[config.mk]
export PLATFORM = sky130hd
export DESIGN_NAME = score_bcd
export DESIGN_NICKNAME = d
export VERILOG_FILES = /design/src/rtl/score_bcd.sv
export SDC_FILE = /design/constraint.sdc
export NUM_CORES = 1
export LEC_CHECK = 0
export BUFFER_PORTS_ARGS = -buffer_cell sky130_fd_sc_hd__buf_2
export CORE_ASPECT_RATIO = 1.5
export CORE_UTILIZATION = 60
export DETAILED_ROUTE_END_ITERATION = 16
export PLACE_DENSITY = 0.85
export SLEW_MARGIN = 20
export SYNTH_ARGS = -nofsm -noshare
export SYNTH_HDL_FRONTEND = slang
export SYNTH_SLANG_ARGS = --single-unit
[constraint.sdc]
create_clock -name clk -period 3.85 [get_ports clk]
set_input_delay 0.77 -clock clk [delete_from_list [all_inputs] [get_ports clk]]
set_output_delay 0.77 -clock clk [all_outputs]
set_load 0.02 [all_outputs]
[src/rtl/score_bcd.sv]
// Sequential multi-channel binary-to-BCD converter (shift-add-3, one bit per clock) with
// per-channel overflow saturation. Optional running high score via SCORE_BCD_HISCORE_EN.
module score_bcd #(
    parameter int WIDTH    = 7,
    parameter int DIGITS   = 3,
    parameter int CHANNELS = 2
) (
    input  logic                         clk,
    input  logic                         reset,
    input  logic                         start,
    input  logic [CHANNELS*WIDTH-1:0]    bin,
    output logic                         busy,
    output logic                         done,
    output logic [CHANNELS*DIGITS*4-1:0] bcd,
    output logic [CHANNELS-1:0]          overflow,
    input  logic                         hs_clear,
    output logic [DIGITS*4-1:0]          hs_bcd
);
    localparam int NW = DIGITS * 4;
    localparam int CW = $clog2(WIDTH + 1);
`ifdef SCORE_BCD_HISCORE_EN
    localparam int LANES = CHANNELS + 1;
`else
    localparam int LANES = CHANNELS;
`endif

    typedef enum logic [1:0] {IDLE, SHIFT, DONE} state_t;

    state_t                      state_reg;
    logic [CW-1:0]               count_reg;
    logic [WIDTH-1:0]            shift_reg [LANES];
    logic [NW-1:0]               scratch_reg [LANES];
    logic [LANES-1:0]            ovf_reg;
    logic                        busy_reg;
    logic                        done_reg;
    logic [CHANNELS*NW-1:0]      bcd_reg;
    logic [CHANNELS-1:0]         overflow_reg;

    logic [WIDTH-1:0]            load_val [LANES];
    logic [WIDTH-1:0]            shift_next [LANES];
    logic [NW-1:0]               scratch_next [LANES];
    logic [NW-1:0]               result [LANES];
    logic [LANES-1:0]            carry;

    genvar gi, gd;
    generate
        for (gi = 0; gi < CHANNELS; gi++) begin : g_load
            assign load_val[gi] = bin[gi*WIDTH +: WIDTH];
        end
        for (gi = 0; gi < LANES; gi++) begin : g_lane
            logic [NW-1:0] adj;
            for (gd = 0; gd < DIGITS; gd++) begin : g_digit
                assign adj[gd*4 +: 4] = (scratch_reg[gi][gd*4 +: 4] >= 4'd5)
                                      ? scratch_reg[gi][gd*4 +: 4] + 4'd3
                                      : scratch_reg[gi][gd*4 +: 4];
            end
            // A bit leaving the top nibble means a digit beyond DIGITS would be non-zero.
            assign carry[gi]        = adj[NW-1];
            assign scratch_next[gi] = {adj[NW-2:0], shift_reg[gi][WIDTH-1]};
            assign shift_next[gi]   = shift_reg[gi] << 1;
            assign result[gi]       = ovf_reg[gi] ? {DIGITS{4'h9}} : scratch_reg[gi];
        end
    endgenerate

`ifdef SCORE_BCD_HISCORE_EN
    logic [WIDTH-1:0] hs_reg;
    logic [WIDTH-1:0] hs_max;
    logic [NW-1:0]    hs_bcd_reg;

    // A clear coinciding with an accepted start wins first, so the max covers bin alone.
    always_comb begin
        hs_max = hs_clear ? '0 : hs_reg;
        for (int c = 0; c < CHANNELS; c++) begin
            if (bin[c*WIDTH +: WIDTH] > hs_max) hs_max = bin[c*WIDTH +: WIDTH];
        end
    end
    assign load_val[CHANNELS] = hs_max;

    always_ff @(posedge clk) begin
        if (reset) begin
            hs_reg <= '0;
        end else if (state_reg == IDLE && start) begin
            hs_reg <= hs_max;
        end else if (hs_clear) begin
            hs_reg <= '0;
        end
    end

    always_ff @(posedge clk) begin
        if (reset) begin
            hs_bcd_reg <= '0;
        end else if (state_reg == DONE) begin
            hs_bcd_reg <= result[CHANNELS];
        end
    end
    assign hs_bcd = hs_bcd_reg;
`else
    logic unused_hs_clear;
    assign unused_hs_clear = hs_clear;
    assign hs_bcd = '0;
`endif

    always_ff @(posedge clk) begin
        if (reset) begin
            state_reg    <= IDLE;
            count_reg    <= '0;
            ovf_reg      <= '0;
            busy_reg     <= 1'b0;
            done_reg     <= 1'b0;
            bcd_reg      <= '0;
            overflow_reg <= '0;
            for (int l = 0; l < LANES; l++) begin
                shift_reg[l]   <= '0;
                scratch_reg[l] <= '0;
            end
        end else begin
            done_reg <= 1'b0;
            case (state_reg)
                IDLE: begin
                    // busy stays high through the done cycle, dropping here unless restarted.
                    busy_reg <= start;
                    if (start) begin
                        for (int l = 0; l < LANES; l++) begin
                            shift_reg[l]   <= load_val[l];
                            scratch_reg[l] <= '0;
                        end
                        ovf_reg   <= '0;
                        count_reg <= CW'(WIDTH);
                        state_reg <= SHIFT;
                    end
                end
                SHIFT: begin
                    for (int l = 0; l < LANES; l++) begin
                        shift_reg[l]   <= shift_next[l];
                        scratch_reg[l] <= scratch_next[l];
                    end
                    ovf_reg   <= ovf_reg | carry;
                    count_reg <= count_reg - CW'(1);
                    if (count_reg == CW'(1)) state_reg <= DONE;
                end
                DONE: begin
                    for (int c = 0; c < CHANNELS; c++) begin
                        bcd_reg[c*NW +: NW] <= result[c];
                    end
                    overflow_reg <= ovf_reg[CHANNELS-1:0];
                    done_reg     <= 1'b1;
                    state_reg    <= IDLE;
                end
                default: state_reg <= IDLE;
            endcase
        end
    end

    assign busy     = busy_reg;
    assign done     = done_reg;
    assign bcd      = bcd_reg;
    assign overflow = overflow_reg;
endmodule

==> insert_results.sql, run 1 <==
INSERT INTO impl_metrics (metric_group, metric, value, unit) VALUES
('run_status', 'status', 'complete, no violations', ''),
('clocking', 'postCtsHoldBufs', '0', ''),
('clocking', 'clock_sink_count', '73', ''),
('global_route', 'grt_first_pass_wirelength', '10400', 'microns'),
('run', 'count_of_maximum_capacitance_violations', '0', ''),
('place', 'area_post_placement', '0.00355', 'sq mm'),
('global_route', 'globalRoute.totalOverflow', '0', ''),
('clocking', 'clk_latency', '0.35', 'ns'),
('yosys', 'synth_warnings', '0', ''),
('final_layout', 'final_layout_size_suffix_gt1_frac', '0.175', ''),
('global_route', 'number_of_antenna_violations_at_the_first_check_in_global_routing', '0', ''),
('routing', 'drcViolationCount', '0', ''),
('floorplan', 'design.core.area', '0.00545', 'sq mm'),
('final_layout', 'post-route-cell-area', '0.00377', 'sq mm'),
('global_route', 'grt_pass1_vias', '2329', ''),
('final_layout', 'nNetsFinal', '405', ''),
('routing', 'post_drt_wl_per_cell', '13.8', 'microns'),
('pwr', 'vdd_drop_max', '0.273', 'mV'),
('global_route', 'gr-usage-met3', '0.0388', ''),
('worst_hold_path', 'min-delay-path-class', 'reg2reg', ''),
('sta', 'timing.final.ws_setup', '1.71', 'ns'),
('worst_setup_path', 'critical_path_class', 'in2reg', ''),
('worst_setup_path', 'library_cell_contributing_the_largest_single_delay_on_the_critical_path', 'sky130_fd_sc_hd__or2_2', ''),
('worst_setup_path', 'r2r_slack', '1.88', 'ns'),
('yosys', 'synthTopCellsByArea', 'sky130_fd_sc_hd__edfxtp_1, sky130_fd_sc_hd__dfxtp_1, sky130_fd_sc_hd__ha_1, sky130_fd_sc_hd__nor3_1, sky130_fd_sc_hd__nor2_1', ''),
('routing', 'ant_nets', '0', ''),
('final_layout', 'sequential_cell_area', '0.00184', 'sq mm'),
('place', 'detailedPlace.worstSlack', '1.30', 'ns'),
('sta', 'skew', '0.0117', 'ns'),
('global_route', 'groute.usage.overall', '0.232', ''),
('final_layout', 'area_delta_synth_final', '12.0', '%'),
('yosys', 'ys_ff_latch', '73', ''),
('sta', 'tightest_slew', '0.885', 'ns'),
('worst_hold_path', 'hold_path.startpoint', 'bcd[5]', ''),
('sta', 'setup_viol', '0', ''),
('sta', 'timing.slew.headroom', '0.410', ''),
('floorplan', 'chipWidth', '63.1', 'microns'),
('global_route', 'globalRouteMet1Util', '0.265', ''),
('clocking', 'cts_tree', 'done', ''),
('place', 'post-dp-hpwl', '3980', 'microns'),
('pwr', 'totalPowerFinal', '1.78', 'mW'),
('worst_setup_path', 'arrival', '2.11', 'ns'),
('clocking', 'tritoncts.num_buffers', '9', ''),
('routing', 'drt_iter0_drc', '250', ''),
('final_layout', 'multiInputGateArea', '0.00134', 'sq mm'),
('place', 'place.gp.congestion', '0.761', ''),
('place', 'io_buffers', '44', ''),
('pwr', 'leakagePower', '1.54', 'nW'),
('yosys', 'synth_area', '0.00336', 'sq mm'),
('floorplan', 'chipHeight', '93.7', 'microns'),
('yosys', 'synth_top_area_frac', '0.339', ''),
('floorplan', 'floorplan.io_pins', '58', ''),
('worst_setup_path', 'critPathMaxFanout', '38', ''),
('global_route', 'grt_start_max_net_pins', '39', ''),
('routing', 'detail_route.vias_per_cell', '5.49', ''),
('clocking', 'clockRootBuffer', 'sky130_fd_sc_hd__clkbuf_8', ''),
('worst_setup_path', 'crit_path_end_kind', 'flop', ''),
('sta', 'grt_setup_unrepaired', 'no', ''),
('worst_setup_path', 'setup.worst_path.start', 'reset', ''),
('worst_setup_path', 'critPathMaxStageDelay', '0.82', 'ns'),
('routing', 'dr.pass1.iters', '4', ''),
('sta', 'achievable-frequency', '0.468', 'GHz'),
('final_layout', 'fill_cells', '437', ''),
('routing', 'finalWirelength', '6170', 'microns'),
('clocking', 'cts_post_setup_buffers_inserted', '0', ''),
('final_layout', 'instances_no_fill', '448', ''),
('worst_setup_path', 'critPathLaunchType', 'primary input', ''),
('yosys', 'ys_seq_area_frac', '0.548', ''),
('sta', 'fin_crit_sh', '0.556', ''),
('clocking', 'clk_pin_slew', '0.08', 'ns'),
('worst_setup_path', 'cp_data_required_time', '3.82', 'ns');
final cells by class:
type	count	share of cell area
clock inverters	5	0.0163
clock buffers	11	0.0405
well taps	70	0.0232
multi-input cells	228	0.355
inverters	16	0.0159
repair buffers	45	0.0604
flip-flops and latches	73	0.489
layer usage:
layer,share of wire,up-vias
met5,0,-
met4,0.022,0
met3,0.053,11
met2,0.51,98
met1,0.42,1137
li1,-,1213
layout by cell type (no fill, tap or decap), types with 14 or more instances in the layout:
cell type,n
sky130_fd_sc_hd__nand2_1,24
sky130_fd_sc_hd__nor2_1,39
sky130_fd_sc_hd__nor3_1,31
sky130_fd_sc_hd__dfxtp_1,35
sky130_fd_sc_hd__ha_1,14
sky130_fd_sc_hd__buf_2,44
sky130_fd_sc_hd__edfxtp_1,38
sky130_fd_sc_hd__a21oi_1,27
sky130_fd_sc_hd__inv_1,15
logic make-up (layout without fill, tap and decap cells):
logic type               count (synthesis)  in the layout  share of synthesized area
AND/OR/NAND/NOR                        131            131                      0.190
flip-flops                              73             73                      0.548
AO/OA/AOI/OAI                           61             61                      0.115
buffers and inverters                   44             77                     0.0681
adder cells (fa/ha/maj)                 14             14                     0.0521
XOR/XNOR                                10             10                     0.0260
other                                    1             12                    0.00112
synth_stat cells (all sizes together):
cell	number
a211oi	9
a21o	1
a21oi	27
a22o	12
a311oi	2
and2	5
and2b	1
buf	21
clkbuf	7
conb	1
dfxtp	35
edfxtp	38
ha	14
inv	16
nand2	24
nand2b	7
nand3	1
nor2	40
nor2b	7
nor3	32
nor3b	5
nor4	1
nor4b	1
o21ai	8
o21bai	2
or2	1
or3	6
xnor2	6
xor2	4
worst paths after layout:
check / to / cells after the start
worst max register to register: scratch_reg[0][2] / 3
worst min register to register: bcd[5] / 2
worst min-delay path: bcd[5] / 2
worst max-delay path: scratch_reg[0][2] / 2
report_power, final:
| group | leakage (nW) | internal, mW | switching (mW) |
|---|---|---|---|
| Clock | 0.105 | 0.341 | 0.292 |
| Combinational | 0.719 | 0.0823 | 0.133 |
| Sequential | 0.714 | 0.884 | 0.0486 |
| Total | 1.54 | 1.31 | 0.473 |
tightest hold or removal path: cells and delay by family, from the launching register on:
kind	cells	cell delay (ns)
simple gates	1	0.05
flops	1	0.31
compound gates	1	0.05
No activity file was read; power rests on OpenSTA's default activity.
==> run 2: changes to the inputs <==
ABC_AREA = 1   (was not set)
CORE_UTILIZATION = 56   (was 60)
PLACE_DENSITY = 0.8   (was 0.85)
clock period = 2.1 ns   (was 3.85 ns; I/O delays follow)
==> run 2 against run 1 <==
Synthesized area rose by 2.0%. Combinational power increased by 94%. Global-route usage is 0.30 points higher. First-iteration DRC count fell by 17%.
==> insert_results.sql, run 2 <==
INSERT INTO impl_metrics (metric_group, metric, value, unit) VALUES
('run_status', 'status', 'complete, no violations', ''),
('routing', 'via_count', '2679', ''),
('clocking', 'clock_sink_count', '73', ''),
('sta', 'skew', '0.0114', 'ns'),
('clocking', 'clockRootBuffer', 'sky130_fd_sc_hd__clkbuf_8', ''),
('sta', 'achievable-frequency', '0.597', 'GHz'),
('final_layout', 'final_common_cell', 'sky130_fd_sc_hd__nand2_1', ''),
('pwr', 'leakagePower', '1.76', 'nW'),
('yosys', 'syn-mean-instance-area', '8.64', 'sq um'),
('worst_setup_path', 'cp_data_required_time', '2.21', 'ns'),
('routing', 'post_drt_wl_per_cell', '12.4', 'microns'),
('routing', 'finalWirelength', '6500', 'microns'),
('floorplan', 'chipHeight', '97.9', 'microns'),
('sta', 'fin_crit_sh', '0.798', ''),
('global_route', 'globalRoute.totalOverflow', '0', ''),
('sta', 'hold-worst-slack', '0.351', 'ns'),
('worst_hold_path', 'worst_hold_path.num_cells', '3', ''),
('clocking', 'clock_tree.htree_level_count', '3', ''),
('worst_hold_path', 'hold_path.startpoint', 'bin[7]', ''),
('place', 'post-dp-hpwl', '4430', 'microns'),
('place', 'place.gp.congestion', '0.893', ''),
('clocking', 'post_cts_resize_count', '0', ''),
('yosys', 'synth_area', '0.00343', 'sq mm'),
('final_layout', 'postLayoutCoreUtil', '0.669', ''),
('sta', 'timing_hold_violations_final', '0', ''),
('floorplan', 'floorplan.io_pins', '58', ''),
('final_layout', 'antennaDiodeCount', '0', ''),
('pwr', 'power-per-cell-area', '854', 'mW/mm^2'),
('clocking', 'clk_latency', '0.36', 'ns'),
('floorplan', 'initial_core_util', '0.584', ''),
('place', 'io_buffers', '44', ''),
('floorplan', 'die_area', '0.00645', 'sq mm'),
('yosys', 'ys_types', '25', ''),
('pwr', 'vdd_drop_max', '0.558', 'mV'),
('routing', 'ant_nets', '0', ''),
('final_layout', 'multiInputGateArea', '0.00129', 'sq mm'),
('clocking', 'tritoncts.num_buffers', '9', ''),
('floorplan', 'std_cell_rows', '34', ''),
('worst_setup_path', 'critical_path_class', 'reg2reg', ''),
('worst_setup_path', 'r2r_end', 'scratch_reg[0][9]', ''),
('sta', 'grt_setup_unrepaired', 'no', ''),
('final_layout', 'final_cell_mix', 'sky130_fd_sc_hd__nand2_1, sky130_fd_sc_hd__inv_1, sky130_fd_sc_hd__nor2_1', ''),
('global_route', 'grt_pass1_vias', '2634', ''),
('worst_setup_path', 'r2r_start', 'scratch_reg[0][8]', ''),
('yosys', 'ys_seq_area_frac', '0.537', ''),
('clocking', 'cts_post_setup_buffers_inserted', '0', ''),
('yosys', 'synth-edff-count', '38', ''),
('yosys', 'ys_ff_latch', '73', ''),
('sta', 'timing_max_transition_violations_final', '0', ''),
('sta', 'setup_total_negative_slack', '0', 'ns'),
('floorplan', 'chipWidth', '65.9', 'microns'),
('worst_hold_path', 'holdPathEnd', 'shift_reg[0][7]', ''),
('global_route', 'number_of_antenna_violations_at_the_first_check_in_global_routing', '0', ''),
('yosys', 'yosysMostFrequentCell', 'sky130_fd_sc_hd__nand2_1', ''),
('worst_setup_path', 'critPathMaxFanout', '4', ''),
('floorplan', 'design.core.area', '0.00587', 'sq mm'),
('yosys', 'synthFlopType', 'sky130_fd_sc_hd__edfxtp_1', ''),
('clocking', 'cts_tree', 'done', ''),
('final_layout', 'final_layout_size_suffix_gt1_frac', '0.163', ''),
('yosys', 'synthTopCellsByArea', 'sky130_fd_sc_hd__edfxtp_1, sky130_fd_sc_hd__dfxtp_1, sky130_fd_sc_hd__nand2_1, sky130_fd_sc_hd__o21ai_0, sky130_fd_sc_hd__inv_1', ''),
('routing', 'drt_iter0_drc', '208', ''),
('final_layout', 'area_delta_synth_final', '14.5', '%'),
('global_route', 'grt_start_max_net_pins', '37', ''),
('final_layout', 'sequential_cell_area', '0.00184', 'sq mm'),
('clocking', 'clk_path_buf_depth', '2', ''),
('global_route', 'grt_first_pass_wirelength', '11200', 'microns'),
('worst_setup_path', 'arrival', '1.79', 'ns'),
('pwr', 'totalPowerFinal', '3.35', 'mW'),
('worst_setup_path', 'crit_path_end_kind', 'flop', ''),
('run', 'count_of_maximum_capacitance_violations', '0', ''),
('sta', 'finalCriticalPeriod', '1.67', 'ns'),
('routing', 'drcViolationCount', '0', ''),
('sta', 'setup_viol', '0', ''),
('routing', 'dr.pass1.iters', '5', ''),
('worst_setup_path', 'reg2reg_depth', '7', ''),
('yosys', 'leading_area_contributor_after_synthesis', 'sky130_fd_sc_hd__edfxtp_1', ''),
('yosys', 'asyncSetResetFlopFracSynth', '0', ''),
('final_layout', 'nNetsFinal', '480', ''),
('global_route', 'groute.usage.overall', '0.235', ''),
('worst_hold_path', 'min-delay-path-class', 'in2reg', ''),
('yosys', 'netlist_instances', '397', ''),
('clocking', 'postCtsHoldBufs', '0', ''),
('yosys', 'synth_warnings', '0', ''),
('worst_setup_path', 'r2r_slack', '0.43', 'ns'),
('final_layout', 'fill_cells', '478', ''),
('yosys', 'netlist_top_cells_count', 'sky130_fd_sc_hd__nand2_1, sky130_fd_sc_hd__inv_1, sky130_fd_sc_hd__nor2_1', ''),
('routing', 'detail_route.vias_per_cell', '5.10', ''),
('worst_setup_path', 'critPathLaunchType', 'flop', ''),
('yosys', 'synth_top_area_frac', '0.333', ''),
('clocking', 'clk_pin_slew', '0.08', 'ns');
[run 2: where the power goes]
| part | switching (mW) | leakage [nW] | internal (mW) |
|---|---|---|---|
| clock | 0.541 | 0.116 | 0.693 |
| sequential | 0.0800 | 0.714 | 1.62 |
| combinational | 0.280 | 0.928 | 0.137 |
| total | 0.902 | 1.76 | 2.45 |
[run 2: final cells by class]
cell class,count,share of cell area
flip-flops and latches,73,0.469
multi-input cells,262,0.329
repair buffers,50,0.0707
inverters,52,0.0497
clock buffers,11,0.0443
well taps,72,0.0229
clock inverters,5,0.0146
[run 2: how the worst max path moves through the flow]
stage                     cells past startpoint         startpoint  slack [ns]                  to
after global routing                          7  scratch_reg[0][8]        0.33  scratch_reg[0][10]
after detailed placement                      7  scratch_reg[0][8]        0.49  scratch_reg[0][10]
after global placement                        7  scratch_reg[0][8]        0.57  scratch_reg[0][10]
final                                         7  scratch_reg[0][8]        0.43   scratch_reg[0][9]
after CTS                                     7  scratch_reg[0][8]        0.46   scratch_reg[0][9]
after floorplan                               4              reset        0.04   scratch_reg[0][0]
[run 2: critical path, stage by stage (launching register included)]
cell and delay, ns:
sky130_fd_sc_hd__edfxtp_1 0.44, sky130_fd_sc_hd__inv_1 0.14, sky130_fd_sc_hd__ha_1 0.15, sky130_fd_sc_hd__inv_1 0.06, sky130_fd_sc_hd__o21ai_0 0.32, sky130_fd_sc_hd__nand2_1 0.16, sky130_fd_sc_hd__nand2_1 0.10, sky130_fd_sc_hd__a21oi_1 0.06
[run 2: per-stage QoR]
step           instance area [sq um]  setup slack (ns)  instances
6_report                        3930             0.425        525
5_1_grt                         3930             0.330        525
4_1_cts                         3930             0.460        525
3_5_place_dp                    3700             0.489        509
3_3_place_gp                    3700             0.574        509
2_1_floorplan                   3470            0.0372        408
[run 2: cell families (layout without fill, tap and decap cells)]
logic type	count (synthesis)	in the layout	synth area share
AND/OR/NAND/NOR	161	161	0.199
flip-flops	73	73	0.537
XOR/XNOR	4	4	0.0102
adder cells (fa/ha/maj)	14	14	0.0511
AO/OA/AOI/OAI	71	71	0.104
other	1	12	0.00109
buffers and inverters	73	118	0.0985
[run 2: routing by layer]
metal | track usage | share of wire | up-vias
met4 | 0.135 | 0.029 | 0
li1 | - | - | 1360
met2 | 0.406 | 0.52 | 98
met1 | 0.249 | 0.39 | 1206
met5 | 0 | 0 | -
met3 | 0.0643 | 0.064 | 15
==> run 3: changes to the inputs <==
ABC_AREA = 0   (was 1)
CORE_UTILIZATION = 50   (was 56)
PLACE_DENSITY = 0.75   (was 0.8)
clock period = 1.45 ns   (was 2.1 ns; I/O delays follow)
==> run 3 against run 2 <==
Cell area grew 12%. Via count shrank 1.5%. Non-clock buffer count grew 40. Critical path type unchanged. Clock power grew 21%. Count of clock-buffer cells in the layout is the same. Register-to-register slack lost 0.47 ns. Combinational power grew 140%. Global-route usage shrank 2.5 points. Flip-flop and latch count is the same. Clock skew shrank 0.0045 ns. Largest cell class unchanged. The run now ends with setup timing left.
==> insert_results.sql, run 3 (synthesis gave the netlist of run 1 again) <==
INSERT INTO impl_metrics (metric_group, metric, value, unit) VALUES
('floorplan', 'chipWidth', '69.0', 'microns'),
('worst_setup_path', 'r2r_start', 'scratch_reg[0][4]', ''),
('worst_setup_path', 'setup.worst_path.start', 'scratch_reg[0][4]', ''),
('floorplan', 'design.core.area', '0.00649', 'sq mm'),
('sta', 'skew', '0.00692', 'ns'),
('global_route', 'globalRoute.totalOverflow', '0', ''),
('worst_setup_path', 'arrival', '1.60', 'ns'),
('global_route', 'groute.usage.overall', '0.210', ''),
('worst_setup_path', 'critPathLaunchType', 'flop', ''),
('worst_hold_path', 'min-delay-path-class', 'in2reg', ''),
('global_route', 'grt_start_max_net_pins', '40', ''),
('pwr', 'totalPowerFinal', '4.98', 'mW'),
('sta', 'achievable-frequency', '0.671', 'GHz'),
('clocking', 'cts_tree', 'done', ''),
('pwr', 'power-per-cell-area', '1130', 'mW/mm^2'),
('routing', 'drt_iter0_drc', '223', ''),
('worst_setup_path', 'cp_data_required_time', '1.56', 'ns'),
('final_layout', 'fill_cells', '495', ''),
('worst_setup_path', 'reg2reg_depth', '6', ''),
('routing', 'via_count', '2638', ''),
('final_layout', 'final_common_cell', 'sky130_fd_sc_hd__buf_2', ''),
('sta', 'setup_viol', '7', ''),
('routing', 'drcViolationCount', '0', ''),
('routing', 'detail_route.vias_per_cell', '5.29', ''),
('run_status', 'violations_in_the_final_reports', 'setup timing', ''),
('clocking', 'clk_pin_slew', '0.07', 'ns'),
('floorplan', 'initial_core_util', '0.519', ''),
('worst_setup_path', 'r2r_slack', '-0.04', 'ns'),
('place', 'post-dp-hpwl', '4460', 'microns'),
('sta', 'timing.slew.headroom', '0.635', ''),
('sta', 'grt_setup_unrepaired', 'yes', ''),
('floorplan', 'std_cell_rows', '36', ''),
('clocking', 'clk_path_buf_depth', '2', ''),
('final_layout', 'multiInputGateArea', '0.00158', 'sq mm'),
('place', 'io_buffers', '44', ''),
('floorplan', 'die_area', '0.00707', 'sq mm'),
('run', 'count_of_maximum_capacitance_violations', '0', ''),
('routing', 'dr.pass1.iters', '4', ''),
('place', 'place.gp.congestion', '0.804', ''),
('final_layout', 'final_cell_mix', 'sky130_fd_sc_hd__buf_2, sky130_fd_sc_hd__nor2_1, sky130_fd_sc_hd__edfxtp_1', ''),
('sta', 'fin_crit_sh', '1.03', ''),
('final_layout', 'antennaDiodeCount', '0', ''),
('floorplan', 'floorplan.io_pins', '58', ''),
('global_route', 'grt_pass1_vias', '2473', ''),
('clocking', 'clockRootBuffer', 'sky130_fd_sc_hd__clkbuf_8', ''),
('final_layout', 'area_delta_synth_final', '31.2', '%'),
('sta', 'timing.final.ws_setup', '-0.0402', 'ns'),
('global_route', 'grt_first_pass_wirelength', '10700', 'microns'),
('sta', 'hold-worst-slack', '0.179', 'ns'),
('sta', 'timing_hold_violations_final', '0', ''),
('clocking', 'clock_sink_count', '73', ''),
('clocking', 'clock_tree.htree_level_count', '3', ''),
('pwr', 'leakagePower', '1.82', 'nW'),
('clocking', 'tritoncts.num_buffers', '9', ''),
('sta', 'timing_max_transition_violations_final', '0', ''),
('worst_setup_path', 'crit_path_end_kind', 'flop', ''),
('worst_setup_path', 'critical_path_class', 'reg2reg', ''),
('run_status', 'status', 'complete, but fails checks', ''),
('worst_setup_path', 'critPathMaxFanout', '4', ''),
('clocking', 'clk_latency', '0.35', 'ns'),
('routing', 'post_drt_wl_per_cell', '14.1', 'microns'),
('worst_setup_path', 'r2r_end', 'scratch_reg[0][5]', ''),
('place', 'detailedPlace.worstSlack', '-0.108', 'ns'),
('final_layout', 'nNetsFinal', '450', ''),
('pwr', 'vdd_drop_max', '0.748', 'mV'),
('floorplan', 'chipHeight', '102', 'microns'),
('routing', 'ant_nets', '0', ''),
('sta', 'setup_total_negative_slack', '-0.167', 'ns'),
('routing', 'finalWirelength', '7040', 'microns'),
('worst_setup_path', 'critPathCapture', 'scratch_reg[0][5]', ''),
('sta', 'finalCriticalPeriod', '1.49', 'ns'),
('sta', 'tightest_slew', '0.547', 'ns'),
('final_layout', 'final_layout_size_suffix_gt1_frac', '0.357', ''),
('final_layout', 'sequential_cell_area', '0.00184', 'sq mm'),
('global_route', 'number_of_antenna_violations_at_the_first_check_in_global_routing', '0', '');
run 3: worst min path at each step:
stage                      start      to  cells after the start
after global placement    bcd[5]  bcd[5]                      2
after floorplan            start    busy                      2
after global routing       reset    busy                      2
after CTS                  reset    busy                      2
after detailed placement  bcd[1]  bcd[1]                      2
final                      reset    busy                      2
run 3: power breakdown:
| group | switching [mW] | leakage (nW) | internal (mW) |
|---|---|---|---|
| Combinational | 0.496 | 1.02 | 0.519 |
| Sequential | 0.137 | 0.714 | 2.35 |
| Clock | 0.710 | 0.0898 | 0.776 |
run 3: layout make-up:
cell class | count | share of cell area
Multi-Input combinational cell | 228 | 0.358
Timing Repair Buffer | 90 | 0.149
Clock buffer | 11 | 0.0298
Inverter | 16 | 0.0136
Clock inverter | 5 | 0.0105
Sequential cell | 73 | 0.418
Tap cell | 76 | 0.0216
run 3: through the flow:
stage	util	instance area [sq um]	std cells
6_report	0.680	4410	499
5_1_grt	0.680	4410	499
4_1_cts	0.638	4140	492
3_5_place_dp	0.601	3900	473
3_3_place_gp	0.601	3900	473
2_1_floorplan	-	3410	345
run 3: per-layer routing:
| layer | track usage | wire [microns] |
|---|---|---|
| met5 | 0 | 0 |
| met4 | 0.121 | 145 |
| met3 | 0.0502 | 225 |
| met2 | 0.351 | 3730 |
| met1 | 0.238 | 2940 |
run 3: worst max-delay path: stages (launching register included):
cell and delay, ns:
sky130_fd_sc_hd__edfxtp_1 0.48, sky130_fd_sc_hd__ha_4 0.20, sky130_fd_sc_hd__nand2b_4 0.13, sky130_fd_sc_hd__a21oi_2 0.15, sky130_fd_sc_hd__buf_6 0.13, sky130_fd_sc_hd__xnor2_2 0.10
sky130_fd_sc_hd__nor2_1 0.06
run 3: timing repair:
item | CTS | global route
endpoints found under the setup margin | 26 | 15
pin swaps | 12 | 19
buffers inserted | 3 | 7
endpoints found under the hold margin | 0 | 0
gates resized for setup | 16 | 45
hold buffers | 0 | 0
